File: config.mk
export PLATFORM = sky130hd
export DESIGN_NAME = mem_test_master_flat
export DESIGN_NICKNAME = d
export VERILOG_FILES = /design/src/rtl/mem_test_master_if.sv /design/src/rtl/mem_test_master.sv /design/src/flat_wrapper.sv
export SDC_FILE = /design/constraint.sdc
export NUM_CORES = 1
export LEC_CHECK = 0
export ABC_AREA = 0
export BUFFER_PORTS_ARGS = -buffer_cell sky130_fd_sc_hd__buf_2
export CORE_MARGIN = 2
export CORE_UTILIZATION = 30
export CTS_CLUSTER_DIAMETER = 60
export DETAILED_ROUTE_END_ITERATION = 12
export HOLD_SLACK_MARGIN = 0.1
export PLACE_DENSITY = 0.54
export SYNTH_ARGS = -nofsm -noshare
export SYNTH_HDL_FRONTEND = slang
export SYNTH_SLANG_ARGS = --single-unit
export TNS_END_PERCENT = 50
File: constraint.sdc
create_clock -name clk -period 4 [get_ports clk]
set_input_delay 0.8 -clock clk [delete_from_list [all_inputs] [get_ports clk]]
set_output_delay 0.8 -clock clk [all_outputs]
set_load 0.005 [all_outputs]
File: src/rtl/mem_test_master_if.sv
// Request/response bus between the memory test master and a memory controller.
// The controller answers each request with a single-cycle i_ready pulse.
interface mem_test_master_if;
  logic        o_valid;
  logic        i_ready;
  logic [31:0] o_addr;
  logic [31:0] o_wdata;
  logic [3:0]  o_wstrb;
  logic [31:0] i_rdata;

  modport master (output o_valid, o_addr, o_wdata, o_wstrb, input i_ready, i_rdata);
  modport slave  (input o_valid, o_addr, o_wdata, o_wstrb, output i_ready, i_rdata);
endinterface

File: src/rtl/mem_test_master.sv
// Memory self-test master: writes an LFSR pattern over NUM_WORDS words, then
// reads the words back and compares them, reporting errors and ready timeouts.
module mem_test_master #(
  parameter logic [31:0] BASE_ADDR      = 32'h0000_0000,
  parameter int          NUM_WORDS      = 1024,
  parameter logic [31:0] SEED           = 32'hACE1_2345,
  parameter int          TIMEOUT_CYCLES = 4096
) (
  input  logic               clk,
  input  logic               rst,
  input  logic               i_start,
  mem_test_master_if.master  bus,
  output logic               o_busy,
  output logic               o_done,
  output logic               o_pass,
  output logic [15:0]        o_err_count,
  output logic [31:0]        o_first_err_addr,
  output logic               o_timeout
);
  typedef enum logic [2:0] {IDLE, WR_REQ, WR_GAP, RD_REQ, RD_GAP, DONE} state_e;

  // An all-zero LFSR would lock up, so a zero seed is promoted to 1.
  localparam logic [31:0] SEED_EFF = (SEED == 32'h0) ? 32'h1 : SEED;
  localparam logic [16:0] LAST_IDX = 17'(NUM_WORDS);
  localparam logic [31:0] TMO      = 32'(TIMEOUT_CYCLES);

  state_e      state_q;
  logic [16:0] idx_q, idx_d;
  logic [31:0] lfsr_q, lfsr_d;
  logic [31:0] wait_q, wait_d;
  logic [31:0] addr_q, addr_d;
  logic [31:0] wdata_q;
  logic [3:0]  wstrb_q;
  logic        valid_q, busy_q, done_q, pass_q, timeout_q;
  logic [15:0] err_q;
  logic [31:0] first_q;
  logic        in_req, tmo_hit;

  always_comb begin
    lfsr_d  = {lfsr_q[30:0], lfsr_q[31] ^ lfsr_q[21] ^ lfsr_q[1] ^ lfsr_q[0]};
    idx_d   = idx_q + 17'd1;
    wait_d  = wait_q + 32'd1;
    addr_d  = BASE_ADDR + {13'd0, idx_q, 2'b00};
    in_req  = (state_q == WR_REQ) || (state_q == RD_REQ);
    tmo_hit = in_req && valid_q && !bus.i_ready && (wait_d == TMO);
  end

  always_ff @(posedge clk) begin
    if (rst) begin
      state_q   <= IDLE;
      idx_q     <= '0;
      lfsr_q    <= SEED_EFF;
      wait_q    <= '0;
      addr_q    <= '0;
      wdata_q   <= '0;
      wstrb_q   <= '0;
      valid_q   <= 1'b0;
      busy_q    <= 1'b0;
      done_q    <= 1'b0;
      pass_q    <= 1'b0;
      timeout_q <= 1'b0;
      err_q     <= '0;
      first_q   <= '0;
    end else if (tmo_hit) begin
      // Abort: error count and first error address are kept for inspection.
      timeout_q <= 1'b1;
      pass_q    <= 1'b0;
      valid_q   <= 1'b0;
      busy_q    <= 1'b0;
      done_q    <= 1'b1;
      state_q   <= DONE;
    end else begin
      case (state_q)
        IDLE, DONE: begin
          if (i_start) begin
            idx_q     <= '0;
            err_q     <= '0;
            first_q   <= '0;
            timeout_q <= 1'b0;
            pass_q    <= 1'b0;
            done_q    <= 1'b0;
            busy_q    <= 1'b1;
            lfsr_q    <= SEED_EFF;
            wait_q    <= '0;
            valid_q   <= 1'b1;
            addr_q    <= BASE_ADDR;
            wdata_q   <= SEED_EFF;
            wstrb_q   <= 4'hF;
            state_q   <= WR_REQ;
          end
        end
        WR_REQ: begin
          if (bus.i_ready) begin
            valid_q <= 1'b0;
            idx_q   <= idx_d;
            lfsr_q  <= lfsr_d;
            state_q <= WR_GAP;
          end else begin
            wait_q <= wait_d;
          end
        end
        WR_GAP: begin
          wait_q  <= '0;
          valid_q <= 1'b1;
          if (idx_q == LAST_IDX) begin
            idx_q   <= '0;
            lfsr_q  <= SEED_EFF;
            addr_q  <= BASE_ADDR;
            wdata_q <= '0;
            wstrb_q <= 4'h0;
            state_q <= RD_REQ;
          end else begin
            addr_q  <= addr_d;
            wdata_q <= lfsr_q;
            wstrb_q <= 4'hF;
            state_q <= WR_REQ;
          end
        end
        RD_REQ: begin
          if (bus.i_ready) begin
            if (bus.i_rdata != lfsr_q) begin
              if (err_q != 16'hFFFF) err_q <= err_q + 16'd1;
              if (err_q == 16'd0)    first_q <= addr_q;
            end
            valid_q <= 1'b0;
            idx_q   <= idx_d;
            lfsr_q  <= lfsr_d;
            state_q <= RD_GAP;
          end else begin
            wait_q <= wait_d;
          end
        end
        RD_GAP: begin
          if (idx_q == LAST_IDX) begin
            done_q  <= 1'b1;
            busy_q  <= 1'b0;
            pass_q  <= (err_q == 16'd0);
            state_q <= DONE;
          end else begin
            wait_q  <= '0;
            valid_q <= 1'b1;
            addr_q  <= addr_d;
            wstrb_q <= 4'h0;
            state_q <= RD_REQ;
          end
        end
        default: state_q <= IDLE;
      endcase
    end
  end

  assign bus.o_valid       = valid_q;
  assign bus.o_addr        = addr_q;
  assign bus.o_wdata       = wdata_q;
  assign bus.o_wstrb       = wstrb_q;
  assign o_busy            = busy_q;
  assign o_done            = done_q;
  assign o_pass            = pass_q;
  assign o_err_count       = err_q;
  assign o_first_err_addr  = first_q;
  assign o_timeout         = timeout_q;
endmodule

File: src/flat_wrapper.sv
// flat-port wrapper written by rule: the top's interface ports become plain ports
module mem_test_master_flat 
#(
  parameter logic [31:0] BASE_ADDR      = 32'h0000_0000,
  parameter int          NUM_WORDS      = 1024,
  parameter logic [31:0] SEED           = 32'hACE1_2345,
  parameter int          TIMEOUT_CYCLES = 4096
)
  (clk, rst, i_start, o_busy, o_done, o_pass, o_err_count, o_first_err_addr, o_timeout, bus_o_valid, bus_o_addr, bus_o_wdata, bus_o_wstrb, bus_i_ready, bus_i_rdata);
  mem_test_master_if bus_i ();
  input  logic clk;
  input  logic rst;
  input  logic i_start;
  output logic o_busy;
  output logic o_done;
  output logic o_pass;
  output logic [15:0] o_err_count;
  output logic [31:0] o_first_err_addr;
  output logic o_timeout;
  output wire logic [$bits(bus_i.o_valid)-1:0] bus_o_valid;
  output wire logic [$bits(bus_i.o_addr)-1:0] bus_o_addr;
  output wire logic [$bits(bus_i.o_wdata)-1:0] bus_o_wdata;
  output wire logic [$bits(bus_i.o_wstrb)-1:0] bus_o_wstrb;
  input wire logic [$bits(bus_i.i_ready)-1:0] bus_i_ready;
  input wire logic [$bits(bus_i.i_rdata)-1:0] bus_i_rdata;
  assign bus_o_valid = bus_i.o_valid;
  assign bus_o_addr = bus_i.o_addr;
  assign bus_o_wdata = bus_i.o_wdata;
  assign bus_o_wstrb = bus_i.o_wstrb;
  assign bus_i.i_ready = bus_i_ready;
  assign bus_i.i_rdata = bus_i_rdata;
  mem_test_master #(.BASE_ADDR(BASE_ADDR), .NUM_WORDS(NUM_WORDS), .SEED(SEED), .TIMEOUT_CYCLES(TIMEOUT_CYCLES)) u_core (.clk(clk), .rst(rst), .i_start(i_start), .bus(bus_i), .o_busy(o_busy), .o_done(o_done), .o_pass(o_pass), .o_err_count(o_err_count), .o_first_err_addr(o_first_err_addr), .o_timeout(o_timeout));
endmodule
==> results of run 1 <==
metal layers:
layer	track usage	vias to the layer above
met4	0.0476	0
met3	0.0357	27
li1	-	3759
met1	0.214	3587
met5	0	-
met2	0.252	167
synth_stat cells, types with 12 or more instances:
cell type	count	area, sq um
a22o_1	14	123
xor2_1	17	149
mux2i_1	38	380
nand4_1	50	313
buf_4	35	263
a22oi_1	21	158
nand3_1	30	150
inv_1	12	45.0
nor3_1	38	190
and3_1	12	75.1
dfxtp_1	172	3440
nand2_1	66	248
o21ai_0	24	120
nor2_1	123	462
clkbuf_1	55	206
xnor2_1	56	490
nand2b_1	12	75.1
a21oi_1	73	365
buf_2	14	70.1
layout make-up:
class,count,area [sq um]
Clock buffer,22,454
Clock inverter,10,108
Fill cell,3064,18500
Inverter,12,45.0
Multi-Input combinational cell,758,4660
Sequential cell,172,3440
Tap cell,384,480
Timing Repair Buffer,147,803
worst paths after layout:
path	end	slack, ns
worst min register to register	u_core.o_first_err_addr[12]	0.45
worst max-delay path	u_core.wait_q[21]	0.30
worst max register to register	u_core.wait_q[21]	0.30
worst min-delay path	u_core.o_first_err_addr[12]	0.45
cell usage in the layout (no fill, tap or decap), types with 5 or more instances in the layout:
cell       synthesis  routed
a211oi_1           7       7
nor2_1           123     123
buf_2             14     125
nand4_1           50      50
nor2b_1            9       9
xnor2_1           56      56
clkbuf_16          0      17
nand3_1           30      30
conb_1             1      30
or3b_2             7       7
a21oi_1           73      73
nand2_1           66      66
nand3b_1           7       7
xor2_1            17      17
or3_1              8       8
and2_1             5       5
or2_2              7       7
mux2i_1           38      38
ha_1               5       5
nand2b_1          12      12
a22o_1            14      14
o21ai_1            4       5
dfxtp_1          172     172
nor3_1            38      38
a311oi_1           5       5
a22oi_1           21      20
nor4_1            10      10
and3_1            12      12
and4_1             6       6
nor3b_1            7       7
o21ai_0           24      23
buf_4             35      21
inv_1             12      12
o41ai_1            9       9
a31oi_1           10       9
registers in the layout, indices dropped and copies added, names as in the netlist, 3 cells and up:
signal / flops
u_core.idx_q: 17
u_core.state_q: 3
u_core.bus.o_addr: 17
u_core.lfsr_q: 32
u_core.wait_q: 32
u_core.o_first_err_addr: 17
u_core.bus.o_wdata: 32
u_core.o_err_count: 16
kinds of logic (layout without fill, tap and decap cells):
family / count (synthesis) / count (layout) / synth area share
fa+ha+maj: 5 / 5 / 0.00724
flops: 172 / 172 / 0.399
simple gates: 417 / 417 / 0.253
mux: 38 / 38 / 0.0440
buf+inv: 125 / 191 / 0.0753
compound gates: 195 / 195 / 0.147
other cells: 1 / 30 / 0.000434
xor+xnor: 73 / 73 / 0.0740
report_power, final:
part	internal (mW)	switching, mW	total [mW]
sequential	1.77	0.0783	1.85
clock	0.888	0.740	1.63
combinational	0.190	0.286	0.475
total	2.85	1.10	3.95
worst reg2reg max path, stage by stage, from the launching register on:
cell and delay [ns]:
dfxtp_1 0.40, ha_1 0.36, nand4_1 0.30, or4_4 0.52
nor4b_1 0.52, xnor2_1 0.18, nand4_1 0.09, or4_4 0.68
nand2_1 0.18, buf_4 0.23, o32ai_1 0.12
through the flow:
step           setup WS [ns]  power, mW  instances
6_report               0.304       3.95       1505
5_1_grt               0.0754       4.11       1505
4_1_cts                0.363       3.99       1505
3_5_place_dp           0.375       2.37       1473
3_3_place_gp           0.433       2.36       1473
2_1_floorplan          0.771       2.22       1055
==> out/metrics.cfg, run 1 <==
[outcome]
status=complete, no violations

[hold_path]
hold_start=u_core.o_first_err_addr[12]
hold_depth=2
hold_class=flip-flop to flip-flop

[synth]
synth-edff-count=0
yosys_warnings=0
yosysSeqAreaShare=0.399
ys_types=69
synth_area_sq_um=8640
postSynthCellCount=1026
synth_async_sr_flop_share=0
ys_seq_elements=172
synthFlopType=dfxtp_1
syn_area_per_cell_sq_um=8.42

[clock_tree]
cts_resized=0
clk_latency_ns=0.44
clock-sinks=172
cts.reportedPaths.clkPinSlew_ns=0.07
cts_inserted_buffers=17
cts_max_level=4
cts_hold_buf=0
cts_setup_buffers=0
clock_path_buffers=2
cts_tree=built
cts_root_buf=clkbuf_16

[timing]
slew-limit-headroom=0.302
tightest_slew_ns=1.04
final-setup-viol-count=0
fin_skew_ns=0.0183
rsz0062_at_grt=no
min_period_ns=3.70
hold_viol=0
hold_slack_ns=0.449
fin_crit_sh=0.924
setup-tns-final_ns=0
slew_viol_final=0
max_freq_mhz=271

[final_layout]
synthToLayoutAreaGrowth_pct=15.7
drive_above_1_share=0.181
final_cell_area_sq_um=10000
final_nets=1149
antennaDiodeCount=0
post-route-util=0.350

[floorplanning]
initial_core_util=0.303
row_count=62
die_w_um=174
ios=157
die_h_um=174
core_sq_um=28500
die_area_sq_um=30200

[routing]
ant_nets=0
drtIter0Drc=402
wl_met3_um=1120
wl_per_cell_um=16.1
wl_um=24300
route.detailed.drc=0
via_per_inst=5.01
wl_met1_um=11800
num_vias=7540
route.top_layer_used=met4
dr_wl_met2_um=10900
firstDrtPassIters=4

[place]
port_buffers=126
gp_congestion=0.852
dpl_cell_area_sq_um=9440
hpwlAfterDp_um=17100

[grt]
grt_max_degree=67
gr-total-overflow=0
grt_pass1_vias=7098
grtUsageTotal=0.159
grt_pass1_wl_um=38900
antenna_found_initial=0

[worst_setup_path]
cp_slowest_cell=or4_4
cp_top_family=simple AND/OR/NAND/NOR gates
crit_required_ns=4.31
r2r_cells=10
start_kind=flip-flop
cpPeakStageDelay_ns=0.68
crit_start=u_core.wait_q[0]
critPathArrivalTime_ns=4.01
criticalPathCategory=flip-flop to flip-flop
cp-end-kind=flip-flop
path_cells=ha_1, nand4_1, or4_4, nor4b_1, xnor2_1, nand4_1, or4_4, nand2_1, buf_4, o32ai_1
timing.rr.start=u_core.wait_q[0]
worst-path-max-fanout=32
worst-path-stages=10
path_buf_inv=1

[power]
ir_drop_mv=0.251
p_leak_nw=3.79
power_density_nw_per_um2=395

[run]
cap_viol_max_count=0

Power figures use the tool's default switching activity.
==> inputs of run 2 (changes only) <==
--- a/config.mk
+++ b/config.mk
@@ -7,12 +7,12 @@
 export LEC_CHECK = 0
 export ABC_AREA = 0
 export BUFFER_PORTS_ARGS = -buffer_cell sky130_fd_sc_hd__buf_2
-export CORE_MARGIN = 2
 export CORE_UTILIZATION = 30
 export CTS_CLUSTER_DIAMETER = 60
 export DETAILED_ROUTE_END_ITERATION = 12
 export HOLD_SLACK_MARGIN = 0.1
-export PLACE_DENSITY = 0.54
+export PLACE_DENSITY = 0.56
+export SETUP_SLACK_MARGIN = 0.4
 export SYNTH_ARGS = -nofsm -noshare
 export SYNTH_HDL_FRONTEND = slang
 export SYNTH_SLANG_ARGS = --single-unit
==> constraint.sdc (replaced) <==
create_clock -name clk -period 3.4 [get_ports clk]
set_input_delay 0.68 -clock clk [delete_from_list [all_inputs] [get_ports clk]]
set_output_delay 0.68 -clock clk [all_outputs]
set_load 0.005 [all_outputs]
==> out/metrics.cfg, run 2 (synthesis results as in run 1) <==
[outcome]
status=complete, no violations

[floorplanning]
die_h_um=172  ; -1.2%
row_count=61  ; -1.6%
ios=157  ; unchanged
initial_core_util=0.308  ; +0.00496
core_sq_um=28100  ; -1.6%
die_area_sq_um=29500  ; -2.3%
die_w_um=172  ; -1.2%

[routing]
wl_per_cell_um=16.4  ; +1.6%
drtIter0Drc=537  ; +34%
wl_um=25300  ; +4.0%
route.detailed.drc=0  ; unchanged
firstDrtPassIters=7  ; +3
via_per_inst=5.02  ; +0.27%
ant_nets=0  ; unchanged
num_vias=7741  ; +2.7%

[clock_tree]
cts_inserted_buffers=17  ; unchanged
cts_max_level=4  ; unchanged
cts.reportedPaths.clkPinSlew_ns=0.07  ; about the same
cts_hold_buf=0  ; unchanged
cts_root_buf=clkbuf_16
clk_latency_ns=0.44  ; about the same
clock-sinks=172  ; unchanged
clock_path_buffers=2  ; unchanged
cts_tree=built

[power]
p_int_mw=3.54  ; +24%
p_leak_nw=4.13  ; +9.2%
pwr-share-clk=0.431  ; +0.019
p_seq_frac=0.445  ; -0.023
power_mw=4.87  ; +23%
p_sw_mw=1.33  ; +20%
ir_drop_mv=0.350  ; +40%
p_comb_frac=0.123  ; +0.003
switching_share=0.272  ; -0.00700
power_density_nw_per_um2=460  ; +16%

[place]
gp_congestion=0.873  ; +2.5%
post-place-cells=1498  ; +1.7%
port_buffers=126  ; unchanged
dpl_cell_area_sq_um=9760  ; +3.4%
hpwlAfterDp_um=17600  ; +2.8%

[grt]
gr-total-overflow=0  ; unchanged
grt_pass1_wl_um=40000  ; +3.0%
grt_pass1_vias=7517  ; +5.9%
antenna_found_initial=2  ; +2
grtUsageTotal=0.172  ; +0.0136
grt_max_degree=91  ; +36%

[timing]
hold_slack_ns=0.450  ; +0.000528 ns
slew_viol_final=0  ; unchanged
hold_viol=0  ; unchanged
fin_crit_sh=0.890  ; -0.0340
min_period_ns=3.03  ; -0.670 ns
fin_skew_ns=0.0186  ; +0.000320 ns
max_freq_mhz=330  ; +22%
setup-tns-final_ns=0  ; unchanged
rsz0062_at_grt=yes
tightest_slew_ns=0.990  ; -0.0499 ns
final-setup-viol-count=0  ; unchanged
slew-limit-headroom=0.340  ; +0.0379

[worst_setup_path]
cp_top_family=simple AND/OR/NAND/NOR gates
crit_top_cell=buf_4
cp_slowest_cell=or4b_2
crit_required_ns=3.74  ; -0.57 ns
worst-path-max-fanout=7  ; -78%
path_cells=nand4_1, buf_4, or4b_2, xor2_1, nand4b_1, or4_4, buf_4, a31o_1, a21oi_1
cp-end-kind=flip-flop
start_kind=flip-flop
criticalPathCategory=flip-flop to flip-flop
cpPeakStageDelay_ns=0.69  ; about the same
critPathArrivalTime_ns=3.37  ; -0.64 ns
path_buf_inv=2  ; +1

[final_layout]
final_nets=1190  ; +3.6%
seqCellArea_sq_um=3470  ; +0.65%
multi_input_area_sq_um=4830  ; +3.5%
fill_cells=2953  ; -3.6%
final_cell_area_sq_um=10600  ; +5.9%
layout_common_cells=160 x dfxtp_1, 125 x buf_2, 122 x nor2_1
final_cells=1541  ; +2.4%
synthToLayoutAreaGrowth_pct=22.6
layout_commonest_cell=dfxtp_1
drive_above_1_share=0.238  ; +0.0564

[run]
cap_viol_max_count=0  ; unchanged

[hold_path]
hold_class=flip-flop to flip-flop

run 2: path summary, 6_finish.rpt:
path	startpoint	end	slack, ns	cells past startpoint
worst max-delay path	u_core.wait_q[9]	u_core.wait_q[11]	0.37	9
worst max register to register	u_core.wait_q[9]	u_core.wait_q[11]	0.37	9
worst min-delay path	u_core.o_first_err_addr[17]	u_core.o_first_err_addr[17]	0.45	2
worst min register to register	u_core.o_first_err_addr[17]	u_core.o_first_err_addr[17]	0.45	2
run 2: metrics by stage:
| stage | utilization | setup WS, ns |
|---|---|---|
| after floorplan | - | 0.353 |
| after global placement | 0.347 | 0.297 |
| after detailed placement | 0.347 | 0.277 |
| after CTS | 0.372 | 0.392 |
| after global routing | 0.377 | 0.289 |
| final | 0.377 | 0.374 |
run 2: cell type report:
cell class / instances / area share
tap: 378 / 0.0447
antenna: 1 / 0.000236
clock buffer: 19 / 0.0428
clock inverter: 13 / 0.0164
inverter: 12 / 0.00425
multi-input combinational: 758 / 0.456
sequential: 172 / 0.327
timing repair buffer: 188 / 0.108
run 2: per-layer routing:
layer	vias to the layer above	GRT usage	wire length, um
li1	3851	-	-
met1	3655	0.226	11900
met2	198	0.274	11800
met3	35	0.0403	1130
met4	2	0.0617	484
met5	-	0	10
run 2: power by group through the flow:
stage               Combinational [mW]  Clock (mW)  Sequential, mW
floorplan                        0.427           0            2.19
global placement                 0.594           0            2.22
detailed placement               0.599           0            2.22
CTS                              0.601        2.15            2.17
global route                     0.671        2.22            2.18
finish                           0.601        2.10            2.17
run 2: worst reg2reg max path: cells and delay by family, from the launching register on:
kind / cells / cell delay, ns
simple gates: 4 / 1.61
flops: 1 / 0.42
compound gates: 2 / 0.31
xor+xnor: 1 / 0.17
buf+inv: 2 / 0.43
run 2: timing repair:
item                                    in CTS  in global routing
hold endpoints to repair                     0                  0
pin swaps                                    7                  6
gates cloned                                 0                  0
resized for setup                            9                 21
endpoints found under the setup margin      25                 81
setup buffers                                6                  4
==> inputs of run 3 (changes only) <==
--- a/config.mk
+++ b/config.mk
@@ -7,11 +7,13 @@
 export LEC_CHECK = 0
 export ABC_AREA = 0
 export BUFFER_PORTS_ARGS = -buffer_cell sky130_fd_sc_hd__buf_2
+export CELL_PAD_IN_SITES_DETAIL_PLACEMENT = 1
+export CELL_PAD_IN_SITES_GLOBAL_PLACEMENT = 2
 export CORE_UTILIZATION = 30
 export CTS_CLUSTER_DIAMETER = 60
 export DETAILED_ROUTE_END_ITERATION = 12
 export HOLD_SLACK_MARGIN = 0.1
-export PLACE_DENSITY = 0.56
+export PLACE_DENSITY = 0.82
 export SETUP_SLACK_MARGIN = 0.4
 export SYNTH_ARGS = -nofsm -noshare
 export SYNTH_HDL_FRONTEND = slang
==> out/metrics.cfg, run 3 (synthesis results as in run 1) <==
[place]
port_buffers=126  ; unchanged
dpl_cell_area_sq_um=9680  ; -0.74%
hpwlAfterDp_um=19100  ; +8.5%
dp_worst_setup_slack_ns=0.120  ; -0.157 ns
gp_congestion=0.794  ; -9.1%

[clock_tree]
clk_latency_ns=0.44  ; about the same
cts.reportedPaths.clkPinSlew_ns=0.07  ; about the same
cts_inserted_buffers=17  ; unchanged
clock_path_buffers=2  ; unchanged
cts_hold_buf=0  ; unchanged
cts_tree=built
cts_max_level=4  ; unchanged
clock-sinks=172  ; unchanged
cts_root_buf=clkbuf_16

[final_layout]
fill_cells=3377  ; +14%
layout_commonest_cell=dfxtp_1
layout_common_cells=157 x dfxtp_1, 125 x buf_2, 123 x nor2_1
final_cell_area_sq_um=10600  ; +0.27%
drive_above_1_share=0.238  ; +0.000820
post-route-util=0.378  ; +0.00102
synthToLayoutAreaGrowth_pct=22.9
final_nets=1186  ; -0.34%

[timing]
setup-tns-final_ns=0  ; unchanged
setup_ws_ns=0.324  ; -0.0500 ns
final-setup-viol-count=0  ; unchanged
rsz0062_at_grt=yes
fin_crit_sh=0.905  ; +0.0147
hold_viol=0  ; unchanged
tightest_slew_ns=0.871  ; -0.120 ns
fin_skew_ns=0.0233  ; +0.00473 ns
slew-limit-headroom=0.419  ; +0.0797
max_freq_mhz=325  ; -1.6%
slew_viol_final=0  ; unchanged
min_period_ns=3.08  ; +0.0500 ns

[power]
power_density_nw_per_um2=463  ; +0.74%
power_mw=4.92  ; +1.0%
pwr-share-clk=0.436  ; +0.005
p_leak_nw=4.10  ; -0.70%
p_seq_frac=0.440  ; -0.005
ir_drop_mv=0.261  ; -25%
p_comb_frac=0.123  ; about the same
p_sw_mw=1.35  ; +2.1%
switching_share=0.275  ; +0.00287
p_int_mw=3.57  ; +0.61%

[floorplanning]
die_h_um=172  ; unchanged
die_w_um=172  ; unchanged
row_count=61  ; unchanged
initial_core_util=0.308  ; unchanged
core_sq_um=28100  ; unchanged
die_area_sq_um=29500  ; unchanged
ios=157  ; unchanged

[grt]
grt_max_degree=77  ; -15%
gr-total-overflow=0  ; unchanged
grt_pass1_wl_um=44100  ; +10%
grt_pass1_vias=7918  ; +5.3%
antenna_found_initial=3  ; +1
grtUsageTotal=0.191  ; +0.0190

[worst_setup_path]
path_buf_inv=1  ; -1
start_kind=flip-flop
r2r_slack_ns=0.32  ; -0.05 ns
cp_slowest_cell=or4_4
cpPeakStageDelay_ns=0.64  ; -0.05 ns
path_cells=nand3_4, or4_4, nor4b_4, xnor2_1, nand4_1, or4_4, clkbuf_16, a21bo_1, a21oi_1
crit_required_ns=3.75  ; about the same
critPathArrivalTime_ns=3.42  ; +0.05 ns
criticalPathCategory=flip-flop to flip-flop
cp-end-kind=flip-flop
worst-path-max-fanout=14  ; +7
crit_top_cell=or4_4
cp_top_family=simple AND/OR/NAND/NOR gates

[routing]
num_vias=7937  ; +2.5%
wl_um=27800  ; +9.9%
ant_nets=0  ; unchanged
via_per_inst=5.16  ; +2.8%
firstDrtPassIters=4  ; -3
route.detailed.drc=0  ; unchanged
drtIter0Drc=414  ; -23%
wl_per_cell_um=18.1  ; +10%

[hold_path]
hold_class=flip-flop to flip-flop

[outcome]
status=complete, no violations

[run]
cap_viol_max_count=0  ; unchanged

-- run 3: cell count changes in the layout (fill, tap and decap cells not counted), sizes merged --
cell      before  now
clkbuf        19   22
buf          188  182
inv           18   16
clkinvlp       2    1
clkinv         2    4
-- run 3: worst min-delay path, delay by kind of cell (launching register included) --
| kind | cells | cell delay (ns) |
|---|---|---|
| DFF | 1 | 0.31 |
| and+or+nand+nor | 1 | 0.05 |
| AOI/OAI and AO/OA | 1 | 0.05 |
-- run 3: power by group through the flow --
stage	combinational [mW]	clock [mW]	sequential [mW]
floorplan	0.427	0	2.19
global route	0.675	2.29	2.18
finish	0.606	2.15	2.17
CTS	0.610	2.20	2.17
detailed placement	0.606	0	2.22
global placement	0.594	0	2.22
-- run 3: what timing repair did --
| action | 4_1_cts | 5_1_grt |
|---|---|---|
| setup endpoints to repair | 36 | 46 |
| pin swaps | 4 | 17 |
| hold endpoints to repair | 0 | 0 |
| gates resized for setup | 10 | 27 |
| setup buffers | 3 | 9 |
| cloned | 0 | 2 |
-- run 3: layout make-up --
type | instances | area [sq um] | share of cell area
clock buffer | 20 | 468 | 0.0441
timing repair buffer | 184 | 1130 | 0.107
antenna | 1 | 2.50 | 0.000236
tap | 378 | 473 | 0.0446
multi-input combinational | 758 | 4840 | 0.456
clock inverter | 12 | 176 | 0.0166
inverter | 12 | 45.0 | 0.00424
sequential | 172 | 3480 | 0.328
-- run 3: worst paths after layout --
kind | start | to | depth (start not counted)
worst min-delay path | u_core.o_first_err_addr[3] | u_core.o_first_err_addr[3] | 2
worst min register to register | u_core.o_first_err_addr[3] | u_core.o_first_err_addr[3] | 2
worst max-delay path | u_core.wait_q[9] | u_core.wait_q[1] | 9
worst max register to register | u_core.wait_q[9] | u_core.wait_q[1] | 9
-- run 3: per-layer routing --
| metal | global-route usage | part of all wire | up-vias |
|---|---|---|---|
| met2 | 0.320 | 0.48 | 155 |
| met4 | 0.0590 | 0.019 | 4 |
| met1 | 0.244 | 0.45 | 3903 |
| li1 | - | - | 3840 |
| met5 | 0 | 0.00083 | - |
| met3 | 0.0407 | 0.044 | 35 |
-- run 3: metrics by stage --
| step | hold WS [ns] | instances |
|---|---|---|
| CTS | 0.451 | 1525 |
| global placement | 0.437 | 1490 |
| finish | 0.451 | 1537 |
| global route | 0.473 | 1536 |
| detailed placement | 0.443 | 1490 |
| floorplan | 0.448 | 1055 |
